$ cat src/rtl/accum_ctrl_pkg.sv
// accum_ctrl_pkg: request and command encodings shared by the sweep controller and the pixel RAM
package accum_ctrl_pkg;
  typedef enum logic [1:0] {REQ_READ, REQ_WRITE, REQ_WRITE_OVER, REQ_DISABLE} accum_request_t;
  typedef enum logic [1:0] {CMD_ACCUM, CMD_READOUT, CMD_DISABLE, CMD_RESTART} sweep_cmd_t;
endpackage

$ cat src/rtl/accum_readout_fifo.sv
// accum_readout_fifo: skid buffer of {code, pixel address} between RAM read returns and downstream
module accum_readout_fifo #(
  parameter int WIDTH = 16,
  parameter int AW = 12,
  parameter int DEPTH = 4,
  localparam int PW = $clog2(DEPTH),
  localparam int CW = $clog2(DEPTH + 1)
) (
  input  logic             clk_in,
  input  logic             rst_n_in,
  input  logic             push_in,
  input  logic [WIDTH-1:0] data_in,
  input  logic [AW-1:0]    addr_in,
  output logic             valid_out,
  input  logic             ready_in,
  output logic [WIDTH-1:0] data_out,
  output logic [AW-1:0]    addr_out,
  output logic [CW-1:0]    count_out
);
  logic [WIDTH+AW-1:0] mem [DEPTH];
  logic [PW-1:0] wr_q, rd_q;
  logic [CW-1:0] count_q;
  logic pop;
  assign valid_out = count_q != '0;
  assign pop = valid_out && ready_in;
  assign {data_out, addr_out} = valid_out ? mem[rd_q] : '0;
  assign count_out = count_q;
  always_ff @(posedge clk_in) if (push_in) mem[wr_q] <= {data_in, addr_in};
  always_ff @(posedge clk_in or negedge rst_n_in)
    if (!rst_n_in) begin
      wr_q <= '0;
      rd_q <= '0;
      count_q <= '0;
    end else begin
      wr_q <= wr_q + PW'(push_in);
      rd_q <= rd_q + PW'(pop);
      count_q <= count_q + CW'(push_in) - CW'(pop);
    end
  assert property (@(posedge clk_in) disable iff (!rst_n_in) !(push_in && count_q == CW'(DEPTH)));
endmodule

$ cat src/rtl/accum_sweep_ctrl.sv
// accum_sweep_ctrl: sequences accumulate, readout and disable sweeps over the shift-accumulate pixel RAM
module accum_sweep_ctrl
  import accum_ctrl_pkg::*;
#(
  parameter int WIDTH = 16,
  parameter int DEPTH = 4096,
  parameter int CODE_BITS = 12,
  parameter int FIFO_DEPTH = 4,
  localparam int AW = $clog2(DEPTH),
  localparam int BW = $clog2(CODE_BITS + 1),
  localparam int FW = $clog2(FIFO_DEPTH + 1)
) (
  input  logic           clk_in,
  input  logic           rst_n_in,
  input  logic           cmd_valid_in,
  output logic           cmd_ready_out,
  input  sweep_cmd_t     cmd_in,
  input  logic [AW-1:0]  cmd_addr_in,
  input  logic           bit_valid_in,
  input  logic           bit_in,
  output logic           bit_ready_out,
  output logic [AW-1:0]  ram_addr_out,
  output logic           ram_summand_out,
  output accum_request_t ram_request_type_out,
  output logic           ram_request_valid_out,
  input  logic [WIDTH-1:0] ram_read_in,
  input  accum_request_t ram_request_type_in,
  input  logic           ram_result_valid_in,
  output logic           code_valid_out,
  input  logic           code_ready_in,
  output logic [WIDTH-1:0] code_out,
  output logic [AW-1:0]  code_addr_out,
  output logic           code_disabled_out,
  output logic [BW-1:0]  bit_index_out,
  output logic           busy_out,
  output logic           sweep_done_out
);
  typedef enum logic [2:0] {S_IDLE, S_ACCUM, S_READ, S_DIS, S_DRAIN} state_t;
  state_t state_q, state_d;
  logic [AW-1:0] addr_q, dis_addr_q, ret_a1_q, ret_a2_q;
  logic [BW-1:0] bit_idx_q;
  logic [FW-1:0] inflight_q, fifo_count;
  logic rd_done_q, drain_q, done_q;
  logic cmd_fire, acc_fire, rd_issue, rd_exit, push, dec, last, over;
  assign cmd_fire = cmd_valid_in && state_q == S_IDLE;
  assign acc_fire = state_q == S_ACCUM && bit_valid_in;
  assign last = addr_q == AW'(DEPTH - 1);
  assign over = bit_idx_q == '0 || bit_idx_q == BW'(CODE_BITS);
  // fifo entries plus reads in flight never exceed the buffer, so returns always have room
  assign rd_issue = state_q == S_READ && !rd_done_q && (int'(fifo_count) + int'(inflight_q) < FIFO_DEPTH);
  assign push = ram_result_valid_in && ram_request_type_in == REQ_READ && (state_q == S_READ || state_q == S_DRAIN);
  assign dec = push && inflight_q != '0;
  assign rd_exit = state_q == S_READ && rd_done_q && inflight_q == '0 && fifo_count == '0;
  assign cmd_ready_out = state_q == S_IDLE;
  assign bit_ready_out = state_q == S_ACCUM;
  assign busy_out = state_q != S_IDLE;
  assign sweep_done_out = done_q;
  assign bit_index_out = bit_idx_q;
  assign code_disabled_out = &code_out;
  always_comb begin
    state_d = state_q;
    ram_request_valid_out = acc_fire || rd_issue || state_q == S_DIS;
    ram_addr_out = state_q == S_DIS ? dis_addr_q : addr_q;
    ram_summand_out = acc_fire && bit_in;
    ram_request_type_out = !ram_request_valid_out ? REQ_READ : state_q == S_DIS ? REQ_DISABLE :
                           state_q == S_READ ? REQ_READ : over ? REQ_WRITE_OVER : REQ_WRITE;
    case (state_q)
      S_IDLE:  if (cmd_fire) state_d = cmd_in == CMD_ACCUM ? S_ACCUM : cmd_in == CMD_READOUT ? S_READ :
                                       cmd_in == CMD_DISABLE ? S_DIS : S_IDLE;
      S_ACCUM: if (acc_fire && last) state_d = S_DRAIN;
      S_READ:  if (rd_exit) state_d = S_IDLE;
      S_DIS:   state_d = S_DRAIN;
      S_DRAIN: if (drain_q) state_d = S_IDLE;
      default: state_d = S_IDLE;
    endcase
  end
  always_ff @(posedge clk_in or negedge rst_n_in)
    if (!rst_n_in) begin
      state_q <= S_IDLE;
      addr_q <= '0;
      dis_addr_q <= '0;
      ret_a1_q <= '0;
      ret_a2_q <= '0;
      bit_idx_q <= '0;
      inflight_q <= '0;
      rd_done_q <= 1'b0;
      drain_q <= 1'b0;
      done_q <= 1'b0;
    end else begin
      state_q <= state_d;
      ret_a1_q <= addr_q;
      ret_a2_q <= ret_a1_q;
      drain_q <= state_q == S_DRAIN && !drain_q;
      done_q <= (state_q == S_DRAIN && drain_q) || rd_exit || (cmd_fire && cmd_in == CMD_RESTART);
      inflight_q <= inflight_q + FW'(rd_issue) - FW'(dec);
      if (cmd_fire) begin
        addr_q <= '0;
        rd_done_q <= 1'b0;
        dis_addr_q <= cmd_addr_in;
      end else if ((acc_fire || rd_issue) && !last) addr_q <= addr_q + AW'(1);
      if (rd_issue && last) rd_done_q <= 1'b1;
      if (cmd_fire && cmd_in == CMD_RESTART) bit_idx_q <= '0;
      else if (acc_fire && last) bit_idx_q <= over ? BW'(1) : bit_idx_q + BW'(1);
    end
  accum_readout_fifo #(.WIDTH(WIDTH), .AW(AW), .DEPTH(FIFO_DEPTH)) u_fifo (
    .clk_in(clk_in),
    .rst_n_in(rst_n_in),
    .push_in(push),
    .data_in(ram_read_in),
    .addr_in(ret_a2_q),
    .valid_out(code_valid_out),
    .ready_in(code_ready_in),
    .data_out(code_out),
    .addr_out(code_addr_out),
    .count_out(fifo_count)
  );
endmodule

$ cat config.mk
export PLATFORM = sky130hd
export DESIGN_NAME = accum_sweep_ctrl
export DESIGN_NICKNAME = d
export VERILOG_FILES = /design/src/rtl/accum_ctrl_pkg.sv /design/src/rtl/accum_readout_fifo.sv /design/src/rtl/accum_sweep_ctrl.sv
export SDC_FILE = /design/constraint.sdc
export NUM_CORES = 1
export LEC_CHECK = 0
export BUFFER_PORTS_ARGS = -buffer_cell sky130_fd_sc_hd__buf_2
export CAP_MARGIN = 10
export CORE_MARGIN = 4
export CORE_UTILIZATION = 50
export DETAILED_ROUTE_END_ITERATION = 16
export PLACE_DENSITY = 0.73
export SLEW_MARGIN = 20
export SYNTH_ARGS = -nofsm -noshare
export SYNTH_HDL_FRONTEND = slang
export SYNTH_SLANG_ARGS = --single-unit
$ cat constraint.sdc
create_clock -name clk_in -period 3.7 [get_ports clk_in]
set_input_delay 0.185 -clock clk_in [delete_from_list [all_inputs] [get_ports clk_in]]
set_output_delay 0.185 -clock clk_in [all_outputs]
set_load 0.005 [all_outputs]
=== Word level (Yosys, flattened, before mapping) ===
Memory sizes are Yosys's and may differ from the RTL's.
Cells that the tools add are included.

* Bits in registers: 68
* Latch bits: 0
* RAM bits: 112
* ROM bits: 0
* Input bits: 39
* Output and inout bits: 54
* Word-level logic and storage cells: 101
* Memories: 1

* Add/subtract/negate cells: 9
* $mul: 0
* Div/mod/pow operators: 0
* Order comparisons: 1
* Equality and inequality tests: 13
* Shift operators: 0
* Multiplexer cells: 23
* Bitwise logic cells: 0
* Reduce and logical (&&, ||, !) cells: 41

{| class="wikitable"
|+ Memory list
! name !! words !! bits a word !! read ports !! clocked after memory_dff !! write ports !! line !! RTL
|-
| u_fifo.mem || 4 || 28 || 1 || 0 || 1 || accum_readout_fifo.sv:20 || <nowiki>logic [WIDTH+AW-1:0] mem [DEPTH];</nowiki>
|}

{| class="wikitable"
|+ Operators by type and width
! cell !! count
|-
| 2-to-1 mux 12 bit || 3
|-
| 2-to-1 mux 28 bit || 1
|-
| logical AND 1 bit || 18
|-
| AND reduction 16 bit || 1
|-
| one-hot mux 3 bit (5 select lines) || 1
|-
| 2-to-1 mux 2 bit || 7
|-
| adder 12 x 1 -> 12 bit (second input constant) || 1
|-
| equality test 12 bit (second input constant) || 1
|-
| 2-to-1 mux 3 bit || 4
|-
| 2-to-1 mux 4 bit || 3
|-
| zero test 3 bit || 3
|-
| nonzero test 3 bit || 3
|-
| adder 3 x 1 -> 3 bit || 2
|-
| equality test 3 x 2 -> 1 bit (second input constant) || 2
|-
| logical OR 1 bit || 6
|-
| nonzero test 2 bit || 3
|-
| subtractor 3 x 1 -> 3 bit || 2
|-
| adder 2 x 1 -> 2 bit || 2
|-
| adder 3 x 3 -> 4 bit || 1
|-
| adder 4 x 1 -> 4 bit (second input constant) || 1
|-
| equality test 2 bit (second input constant) || 2
|-
| equality test 4 bit (second input constant) || 1
|-
| zero test 2 bit || 2
|-
| zero test 4 bit || 1
|-
| 9 further kinds || 16
|}

=== Depth between registers and ports, before layout ===
Gate-level depths: netlist (run 1).

* Depth after elaboration: 7
* Mapped depth: 10
* Depth with buffers taken out: 9

=== By module ===
From an unflattened synthesis (run 1), not the netlist that was laid out.

* Cell total of the unflattened synthesis: 464
* Area, all modules: 7,419.6 um2

{| class="wikitable"
|+ Modules (own cells, without submodules)
! module !! instances !! cells an instance !! area each (um2) !! sequential area each (um2)
|-
| accum_readout_fifo || 1 || 204 || 4,584.4 || 3,538.4
|-
| accum_sweep_ctrl || 1 || 260 || 2,835.2 || 1,526.5
|}

=== Least setup slack after synthesis (run 1) ===
Ideal clock, no wire load.

* Kind: flip-flop to flip-flop
* From: register state_q[0]
* To: memory u_fifo.mem[2][0] in the netlist's numbering (enable)
* Library setup time: 454 ps
* Arrival time: 2,902 ps
* Required time: 3,246 ps
* Slack: 344 ps
* Stages on the path, launching flop included: 4
* Buffers on the path: 0
* Period minus slack after synthesis: 3,356 ps
* Cell sequence: dfrtp_1 nor4b_1 nand2_1 nor3b_1

* Longest elaborated chain between the ends: 5
* Elaborated cells on any way between the ends: 6
* Those cells by class: eq/ne (2); mux (2); reduce/logical (2)

{| class="wikitable"
|+ Ends and longest elaborated chain
! item !! line !! RTL
|-
| start: declaration || accum_sweep_ctrl.sv:39 || <nowiki>state_t state_q, state_d;</nowiki>
|-
| start signal: assignment || accum_sweep_ctrl.sv:90 || <nowiki>state_q <= state_d;</nowiki>
|-
| equality test 3 x 2 -> 1 bit / equality test 3 bit (equally long branches) || accum_sweep_ctrl.sv:51 || <nowiki>assign push = ram_result_valid_in && ram_request_type_in == REQ_READ && (state_q == S_READ || state_q == S_DRA ...</nowiki>
|-
| logical OR 1 bit * || accum_sweep_ctrl.sv:51 ||
|-
| logical AND 1 bit * || accum_sweep_ctrl.sv:51 ||
|-
| 2-to-1 mux 1 bit * || accum_readout_fifo.sv:28 || <nowiki>always_ff @(posedge clk_in) if (push_in) mem[wr_q] <= {data_in, addr_in};</nowiki>
|-
| 2-to-1 mux 1 bit (not written as such) * || accum_readout_fifo.sv:28 ||
|-
| end: declaration || accum_readout_fifo.sv:20 ||
|}

Mark *: on every way between the ends. The rest lies on a longest branch, timed or not.

=== Worst setup path in the final report (run 1) ===
* From: register u_fifo.rd_q[0]
* To: output code_addr_out[4]

* Longest elaborated chain between the ends: 2

{| class="wikitable"
|+ Ends and longest elaborated chain
! item !! line !! RTL
|-
| start: declaration || accum_readout_fifo.sv:21 || <nowiki>logic [PW-1:0] wr_q, rd_q;</nowiki>
|-
| start signal: assignment || accum_readout_fifo.sv:36 || <nowiki>rd_q <= rd_q + PW'(pop);</nowiki>
|-
| memory (4 x 28 bit) || -- ||
|-
| 2-to-1 mux 28 bit || accum_readout_fifo.sv:26 || <nowiki>assign {data_out, addr_out} = valid_out ? mem[rd_q] : '0;</nowiki>
|-
| end: declaration || accum_sweep_ctrl.sv:32 || <nowiki>output logic [AW-1:0] code_addr_out,</nowiki>
|}

Every way passes these cells.

==> impl_metrics.tcl, run 1 <==
set metrics [dict create \
    gp_congestion 0.8464 \
    yosysWarningCount 0 \
    fill_cells 1053 \
    hp-start "code_ready_in" \
    rows 44 \
    wl_mm 13.85 \
    slowest_stage "dfrtp_2" \
    vias 4248 \
    slew_headroom_pct 41.54 \
    p_sw_share_pct 28.47 \
    tns_ns 0 \
    firstDrtPassIters 4 \
    hold_viol_final 0 \
    syn_to_final_growth_pct 21.80 \
    max_cap_viol_count 0 \
    final_layout_size_suffix_gt1_share_pct 30.58 \
    p_per_area_nw_per_um2 671.1 \
    ios 93 \
    critPathMaxStageDelay_ns 0.75 \
    fin_crit_sh_pct 69.87 \
    min_to "u_fifo.rd_q[0]$_DFF_PN0_" \
    grt_max_degree 41 \
    p_sw_mw 1.709 \
    die-width_um 129.2 \
    nets 647 \
    outcome "complete, no violations" \
    layout_min_cycle_time_ns 2.585 \
    pwr-share-clk_pct 30.6 \
    antenna_found_initial 0 \
    cts_tree "done" \
    path_clk_slew_ns 0.06 \
    postSynthAreaPerCell_um2 15.90 \
    grt_pass1_vias 4447 \
    worstMarginPinSlew_ns 0.8769 \
    overflow 0 \
    vdd_drop_max_uv 487.4 \
    clock_latency_ns 0.42 \
    clockBufferDepth 2 \
    min_path_type "in -> reg" \
    worstReg2RegEnd "u_fifo.count_out[2]$_DFF_PN0_" \
    critical_path_class "reg -> out" \
    syn_nets 517 \
    r2r-start "u_fifo.count_out[0]$_DFF_PN0_" \
    grt_pass1_wl_mm 22.91 \
    hold_ws_ns 0.1421 \
    fin_worst_skew_ns 0.005159 \
    min_path_cells 3 \
    start_util_pct 50.73 \
    critPathArrivalTime_ns 2.40 \
    required_ns 3.51 \
    gr-usage-all-layers_pct 17.83 \
    drcViolationCount 0 \
    fmax_mhz 386.8 \
    comb_power_share_pct 26.1 \
    synth_edf_count 112 \
    postCtsSetupBuffers 0 \
    total_power_mw 6.004 \
    path_buf_inv 2 \
    num_antenna_cells 0 \
    p_int_mw 4.295 \
    cts_buffers 17 \
    ys_seq_area_share_pct 68.95 \
    rr_worst_depth 10 \
    async_reset_ff_share_pct 37.78 \
    initialDrtViolationCount 290 \
    netlist_instances 462 \
    wl_per_cell_um 17.55 \
    vias_per_cell 5.384 \
    reg2reg_slack_ns 1.18 \
    power.leakage_nw 3.595 \
    ys_dominant_reg_cell "edfxtp_1" \
    numPortBuffers 92 \
    die_h_um 129.2 \
    rsz0062_at_grt "false" \
    htree_levels 4 \
    synth_cell_types 46 \
    ys_ff_latch 180 \
    startpoint_type "flip-flop" \
    pwr-share-seq_pct 43.3 \
    setup_viol 0 \
    end_kind "output pin" \
    path_max_fanout 18 \
    postRouteAntennaNets 0 \
    cts.sinks 180 \
    finish.utilization_pct 61.80 \
    syn_area_um2 7346 \
    crit_family "flip-flops" \
    slew_violations 0 \
    cts_root_buf "clkbuf_16" \
    die_area_um2 16700 \
    dp_hpwl_mm 8.740 \
    cp_cell_sequence "buf_4, mux4_2, and2_1, buf_2" \
    core_area_um2 14480 \
]
==> through the flow <==
| stage | worst slack [ns] | instances | area [µm²] |
|---|---|---|---|
| final | 1.115 | 789 | 8947 |
| after global placement | 1.319 | 728 | 8029 |
| after detailed placement | 1.185 | 728 | 8029 |
| after global routing | 0.9198 | 789 | 8947 |
| after CTS | 0.9962 | 789 | 8937 |
| after floorplan | 0.3439 | 462 | 7346 |
==> cell type report <==
class / count / area, µm² / area share (%)
repair buffers: 132 / 833.3 / 9.313
clock inverters: 7 / 90.09 / 1.007
inverters: 17 / 63.81 / 0.7132
clock buffers: 25 / 528.0 / 5.901
well taps: 184 / 230.2 / 2.573
flip-flops and latches: 180 / 5067 / 56.64
multi-input cells: 244 / 2135 / 23.86
==> power by group through the flow <==
stage / Clock, mW / Combinational, mW / Sequential, mW
final: 1.83 / 1.57 / 2.60
after global routing: 1.98 / 1.75 / 2.65
after CTS: 1.87 / 1.60 / 2.61
after detailed placement: 0 / 1.56 / 2.64
after global placement: 0 / 1.54 / 2.62
after floorplan: 0 / 1.17 / 2.47
==> how the worst max path moves through the flow <==
| stage | from | to | slack [ns] | depth (start not counted) |
|---|---|---|---|---|
| after floorplan | state_q[0]$_DFFE_PN0P_ | u_fifo.mem[2][0]$_DFFE_PP_ | 0.34 | 3 |
| after global placement | inflight_q[2]$_DFF_PN0_ | inflight_q[2]$_DFF_PN0_ | 1.32 | 9 |
| after detailed placement | u_fifo.count_out[0]$_DFF_PN0_ | u_fifo.count_out[2]$_DFF_PN0_ | 1.18 | 10 |
| after CTS | u_fifo.rd_q[1]$_DFF_PN0_ | code_disabled_out | 1.0 | 5 |
| after global routing | u_fifo.rd_q[0]$_DFF_PN0_ | code_addr_out[0] | 0.92 | 4 |
| final | u_fifo.rd_q[0]$_DFF_PN0_ | code_addr_out[4] | 1.11 | 4 |
==> timing repair <==
| item | CTS | global route |
|---|---|---|
| hold buffers | 29 | 0 |
| endpoints found under the hold margin | 115 | 0 |
| setup endpoints to repair | 0 | 0 |
| gates resized for setup | 0 | 0 |
==> registers in the layout, indices dropped and copies added, names as in the netlist, 2 cells and up <==
name,cells
u_fifo.rd_q,2
state_q,3
u_fifo.count_out,3
ret_a1_q,12
ret_a2_q,12
dis_addr_q,12
u_fifo.mem,112
bit_index_out,4
addr_q,12
u_fifo.wr_q,2
inflight_q,3
==> synthesized netlist by cell type (all sizes together), types with 3 or more instances <==
master	number	area, µm²
edfxtp	112	3363
dfrtp	68	1702
nand2	53	198.9
and2	32	200.2
mux4	28	630.6
inv	17	63.81
ha	14	175.2
buf	12	76.31
mux2	12	135.1
clkbuf	9	33.78
a21oi	8	40.04
nand3	8	40.04
nor4	8	71.32
nand4	7	43.79
nor2	6	22.52
nor3	6	30.03
o21ai	6	30.03
mux2i	5	50.05
or4	5	37.54
xnor2	5	43.79
nor4b	4	35.03
or2	4	25.02
a32o	3	30.03
nor3b	3	22.52
o31ai	3	22.52
xor2	3	26.28
==> metal layers <==
layer	GRT usage, %	up-vias	part of all wire (%)
met5	0	-	0
met4	5.312	0	1.1
met3	4.617	16	4.6
met2	29.57	116	51
met1	23.46	2128	44
li1	-	1988	-
==> cells by family after synthesis <==
| group | synth area share, % |
|---|---|
| simple gates | 10.78 |
| fa+ha+maj | 2.930 |
| flops | 68.95 |
| compound gates | 2.913 |
| buf+inv | 2.367 |
| xor+xnor | 0.9539 |
| mux | 11.11 |
==> worst register-to-register path, stage by stage, from the launching register on <==
cell and delay (ns):
dfrtp_1 0.40, nor3_1 0.29, inv_1 0.07, buf_4 0.23, and2_1 0.21, ha_1 0.27
inv_1 0.04, ha_1 0.20, fa_1 0.39, xnor2_1 0.20, xnor2_1 0.15
==> cells in the final DEF, fill, tap and decap left out, types with 4 or more instances in the layout <==
cell type	Yosys	layout
nand3_1	8	8
nand4_1	7	7
clkbuf_16	0	19
or2_2	4	4
or4_1	5	5
buf_2	7	92
ha_1	14	14
xnor2_1	5	5
buf_4	2	11
mux2_2	12	12
and2_1	32	32
dfrtp_1	68	66
nand2_1	53	53
mux4_2	28	28
nor3_1	6	5
dlygate4sd3_1	0	29
a21oi_1	8	8
nor2_1	6	5
nor4_1	6	6
edfxtp_1	112	112
inv_1	17	17
mux2i_1	5	5
o21ai_0	6	6
(Power assumes the default switching activity.)
==> run 2: changes to the inputs <==
--- a/config.mk
+++ b/config.mk
@@ -10,7 +10,7 @@
 export CORE_MARGIN = 4
 export CORE_UTILIZATION = 50
 export DETAILED_ROUTE_END_ITERATION = 16
-export PLACE_DENSITY = 0.73
+export PLACE_DENSITY = 0.76
 export SLEW_MARGIN = 20
 export SYNTH_ARGS = -nofsm -noshare
 export SYNTH_HDL_FRONTEND = slang
==> constraint.sdc (replaced) <==
create_clock -name clk_in -period 2.08 [get_ports clk_in]
set_input_delay 0.104 -clock clk_in [delete_from_list [all_inputs] [get_ports clk_in]]
set_output_delay 0.104 -clock clk_in [all_outputs]
set_load 0.005 [all_outputs]
==> impl_metrics.tcl, run 2 (synthesis gave the netlist of run 1 again) <==
set metrics [dict create \
    num_antenna_cells 0 \
    grt_pass1_vias 4770 \
    slowest_stage "dfrtp_1" \
    vdd_drop_max_uv 934.6 \
    clock_latency_ns 0.42 \
    place_worst_setup_slack_ns -0.2943 \
    max_cap_viol_count 0 \
    dp_hpwl_mm 9.239 \
    vias 4573 \
    dpl.cell_count 755 \
    fin_area_um2 9822 \
    postRouteAntennaNets 0 \
    cp_cell_sequence "ha_4, nor4_4, nand4_1, ha_1, inv_1, ha_2, fa_2, xnor2_2, xnor2_1" \
    cts.sinks 180 \
    antenna_found_initial 0 \
    fill_cells 959 \
    fin_cells 838 \
    wl_mm 15.67 \
    p_per_area_nw_per_um2 1250 \
    layout_commonest_cell "edfxtp_1" \
    htree_levels 4 \
    hold_viol_final 0 \
    fmax_mhz 440.8 \
    required_ns 2.39 \
    die_area_um2 16700 \
    grt_pass1_wl_mm 24.74 \
    grt_max_degree 57 \
    critical_path_class "reg -> reg" \
    power.leakage_nw 3.987 \
    die_h_um 129.2 \
    cts_tree "done" \
    core_area_um2 14480 \
    rsz0062_at_grt "true" \
    vias_per_cell 5.457 \
    path_max_fanout 2 \
    pwr-share-clk_pct 25.6 \
    violations "setup timing" \
    reg2reg_slack_ns -0.19 \
    hp-start "code_ready_in" \
    slew_headroom_pct 74.71 \
    ios 93 \
    nets 696 \
    min_path_type "in -> reg" \
    comb_power_share_pct 38.3 \
    rows 44 \
    layout_min_cycle_time_ns 2.268 \
    initialDrtViolationCount 271 \
    start_util_pct 50.73 \
    tns_ns -0.9077 \
    slew_violations 0 \
    fin_crit_sh_pct 109.1 \
    p_sw_share_pct 29.74 \
    r2r-start "inflight_q[2]$_DFF_PN0_" \
    worstMarginPinSlew_ns 0.3740 \
    finalWorstSetupSlack_ns -0.1884 \
    startpoint_type "flip-flop" \
    crit_family "adder cells" \
    total_power_mw 12.28 \
    min_path_cells 3 \
    outcome "complete, but fails checks" \
    final_cell_mix "edfxtp_1, buf_2, dfrtp_1" \
    wl_per_cell_um 18.70 \
    gp_congestion 0.8714 \
    rr_worst_depth 9 \
    critPathMaxStageDelay_ns 0.41 \
    cts_root_buf "clkbuf_16" \
    min_to "u_fifo.rd_q[0]$_DFF_PN0_" \
    pwr-share-seq_pct 36.2 \
    path_clk_slew_ns 0.06 \
    critPathArrivalTime_ns 2.58 \
    drcViolationCount 0 \
    clockBufferDepth 2 \
    fin_worst_skew_ns 0.005148 \
    p_sw_mw 3.651 \
    path_buf_inv 1 \
    overflow 0 \
    cts_buffers 17 \
    end_kind "flip-flop" \
    finish.utilization_pct 67.84 \
    die-width_um 129.2 \
    p_int_mw 8.626 \
    top_register "u_fifo.mem" \
    largest_register_ffs 112 \
    hold_ws_ns 0.07451 \
    numPortBuffers 92 \
    final_layout_size_suffix_gt1_share_pct 42.66 \
    setup_viol 15 \
    syn_to_final_growth_pct 33.71 \
    worstReg2RegEnd "inflight_q[2]$_DFF_PN0_" \
    firstDrtPassIters 4 \
    gr-usage-all-layers_pct 19.61 \
    dpl_cell_area_um2 8334 \
]
-- run 2: cell count changes in the layout (fill, tap and decap cells not counted), sizes merged --
cell	before	now
buf	103	151
clkbuf	25	18
clkinv	3	7
inv	17	20
or2	4	5
-- run 2: per-layer routing --
metal	routed length [µm]	global-route usage (%)
met1	6350	25.49
met2	8151	32.90
met3	922	4.658
met4	248	6.362
met5	0	0
-- run 2: how the worst max path moves through the flow --
stage,endpoint,slack (ns),startpoint,depth (start not counted)
after floorplan,inflight_q[2]$_DFF_PN0_,-0.19,inflight_q[2]$_DFF_PN0_,9
final,inflight_q[2]$_DFF_PN0_,-0.19,inflight_q[2]$_DFF_PN0_,9
after global routing,inflight_q[2]$_DFF_PN0_,-0.30,u_fifo.count_out[2]$_DFF_PN0_,9
after detailed placement,inflight_q[2]$_DFF_PN0_,-0.29,inflight_q[2]$_DFF_PN0_,9
after global placement,inflight_q[2]$_DFF_PN0_,-0.20,inflight_q[2]$_DFF_PN0_,9
after CTS,inflight_q[2]$_DFF_PN0_,-0.18,inflight_q[2]$_DFF_PN0_,9
-- run 2: cell type report --
type / count / area, µm² / share of cell area (%)
inverters: 17 / 67.56 / 0.6879
flip-flops and latches: 180 / 5066 / 51.58
clock buffers: 18 / 429.2 / 4.369
well taps: 184 / 230.2 / 2.344
clock inverters: 14 / 152.6 / 1.554
repair buffers: 180 / 1471 / 14.98
multi-input cells: 245 / 2405 / 24.48
-- run 2: worst register-to-register path, stage by stage (launching register included) --
cell     delay (ns)
dfrtp_1        0.41
ha_4           0.18
nor4_4         0.28
nand4_1        0.17
ha_1           0.31
inv_1          0.04
ha_2           0.16
fa_2           0.35
xnor2_2        0.14
xnor2_1        0.12
-- run 2: timing repair --
item,CTS,global route
hold buffers,29,0
buffers inserted,14,8
gates resized for setup,33,57
endpoints found under the hold margin,144,0
gates cloned,4,0
setup endpoints to repair,39,53
pin swaps,7,13
-- run 2: power groups by stage --
stage	Clock (mW)	Sequential (mW)	Combinational, mW
floorplan	0	4.41	2.10
global placement	0	4.43	3.25
detailed placement	0	4.46	3.35
CTS	3.18	4.41	4.25
global route	3.36	4.48	5.08
finish	3.14	4.44	4.70
==> run 3: changes to the inputs <==
--- a/config.mk
+++ b/config.mk
@@ -11,6 +11,7 @@
 export CORE_UTILIZATION = 50
 export DETAILED_ROUTE_END_ITERATION = 16
 export PLACE_DENSITY = 0.76
+export SETUP_SLACK_MARGIN = 0.3
 export SLEW_MARGIN = 20
 export SYNTH_ARGS = -nofsm -noshare
 export SYNTH_HDL_FRONTEND = slang
==> impl_metrics.tcl, run 3 (synthesis gave the netlist of run 1 again) <==
set metrics [dict create \
    cts_buffers 17 \
    grt_pass1_vias 5087 \
    vias_per_cell 5.473 \
    cts.sinks 180 \
    p_int_mw 8.967 \
    power.leakage_nw 4.332 \
    p_per_area_nw_per_um2 1214 \
    min_path_type "in -> reg" \
    largest_register_ffs 112 \
    clock_latency_ns 0.43 \
    die_area_um2 16700 \
    startpoint_type "flip-flop" \
    p_sw_mw 3.916 \
    vdd_drop_max_uv 802.5 \
    top_register "u_fifo.mem" \
    die-width_um 129.2 \
    antenna_found_initial 0 \
    layout_commonest_cell "edfxtp_1" \
    final_layout_size_suffix_gt1_share_pct 50.94 \
    path_clk_slew_ns 0.07 \
    grt_pass1_wl_mm 26.41 \
    comb_power_share_pct 42.8 \
    finalWorstSetupSlack_ns -0.2000 \
    start_util_pct 50.73 \
    hold_ws_ns 0.1096 \
    outcome "complete, but fails checks" \
    cts_root_buf "clkbuf_16" \
    layout_min_cycle_time_ns 2.280 \
    initialDrtViolationCount 325 \
    slew_headroom_pct 46.62 \
    rows 44 \
    fmax_mhz 438.6 \
    setup_viol 21 \
    firstDrtPassIters 5 \
    final_cell_mix "edfxtp_1, buf_2, dfrtp_1" \
    overflow 0 \
    num_antenna_cells 0 \
    pwr-share-clk_pct 22.5 \
    critPathArrivalTime_ns 2.59 \
    cts_tree "done" \
    rsz0062_at_grt "true" \
    syn_to_final_growth_pct 44.42 \
    core_area_um2 14480 \
    fin_worst_skew_ns 0.007520 \
    gp_congestion 0.8747 \
    required_ns 2.39 \
    finish.utilization_pct 73.27 \
    end_kind "flip-flop" \
    postRouteAntennaNets 0 \
    vias 4811 \
    max_cap_viol_count 0 \
    gr-usage-all-layers_pct 20.91 \
    clockBufferDepth 2 \
    numPortBuffers 92 \
    drcViolationCount 0 \
    hold_viol_final 0 \
    pwr-share-seq_pct 34.7 \
    dp_hpwl_mm 9.664 \
    place_worst_setup_slack_ns -0.1697 \
    violations "setup timing" \
    slew_violations 0 \
    fin_crit_sh_pct 109.6 \
    worstMarginPinSlew_ns 0.8007 \
    die_h_um 129.2 \
    p_sw_share_pct 30.40 \
    ios 93 \
    htree_levels 4 \
    path_max_fanout 2 \
    critical_path_class "reg -> reg" \
    nets 737 \
    wl_per_cell_um 20.87 \
    wl_mm 18.34 \
    grt_max_degree 37 \
]
-- run 3: cell type report --
class / count / area (µm²)
fillers: 837 / 3870
clock buffers: 19 / 452.9
multi-input cells: 245 / 2574
clock inverters: 13 / 85.08
well taps: 184 / 230.2
repair buffers: 221 / 2118
inverters: 17 / 73.82
flip-flops and latches: 180 / 5075
-- run 3: worst max-delay path, cell delays in order, from the launching register on --
cell and delay (ns):
dfrtp_1 0.41, ha_4 0.18, nor4_4 0.29, nand4_1 0.16, ha_1 0.31, inv_2 0.04, ha_4 0.15, fa_2 0.35
xnor2_2 0.14, xnor2_1 0.12
-- run 3: power by group through the flow --
stage | Sequential, mW | Clock (mW) | Combinational, mW
CTS | 4.43 | 2.95 | 4.69
global route | 4.51 | 3.11 | 5.90
global placement | 4.44 | 0 | 3.38
detailed placement | 4.47 | 0 | 3.46
floorplan | 4.42 | 0 | 2.19
finish | 4.47 | 2.90 | 5.52
-- run 3: final timing paths --
check                      cells past startpoint  slack (ns)                    start                        end
max                                            9       -0.20  inflight_q[2]$_DFF_PN0_    inflight_q[2]$_DFF_PN0_
min                                            3        0.11            code_ready_in   u_fifo.rd_q[0]$_DFF_PN0_
max reg2reg                                    9       -0.20  inflight_q[2]$_DFF_PN0_    inflight_q[2]$_DFF_PN0_
min reg2reg                                    0        0.35    ret_a1_q[7]$_DFF_PN0_      ret_a2_q[7]$_DFF_PN0_
max in group asynchronous                      3        1.03                 rst_n_in     state_q[1]$_DFFE_PN0P_
min in group asynchronous                      2        0.30                 rst_n_in  dis_addr_q[5]$_DFFE_PN0P_
-- run 3: what timing repair did --
item | in CTS | in global routing
hold buffers | 29 | 0
endpoints found under the hold margin | 109 | 0
gates resized for setup | 77 | 76
pin swaps | 43 | 22
cloned | 6 | 7
setup endpoints to repair | 118 | 191
setup buffers | 20 | 21
-- run 3: routing by layer --
layer	global-route usage (%)	vias up	routed length, µm
met5	0	-	0
met4	5.806	0	353
met3	5.111	25	914
met2	38.45	154	10100
met1	24.40	2454	6977
li1	-	2178	-
-- run 3: metrics by stage --
step / std cells / TNS, ns / total power, mW / area (µm²)
2_1_floorplan: 462 / -0.1003 / 6.606 / 7452
3_3_place_gp: 764 / -0.07921 / 7.822 / 8464
3_5_place_dp: 764 / -0.2467 / 7.935 / 8464
4_1_cts: 851 / -0.4036 / 12.07 / 9961
5_1_grt: 879 / -3.019 / 13.53 / 10610
6_report: 879 / -1.065 / 12.88 / 10610
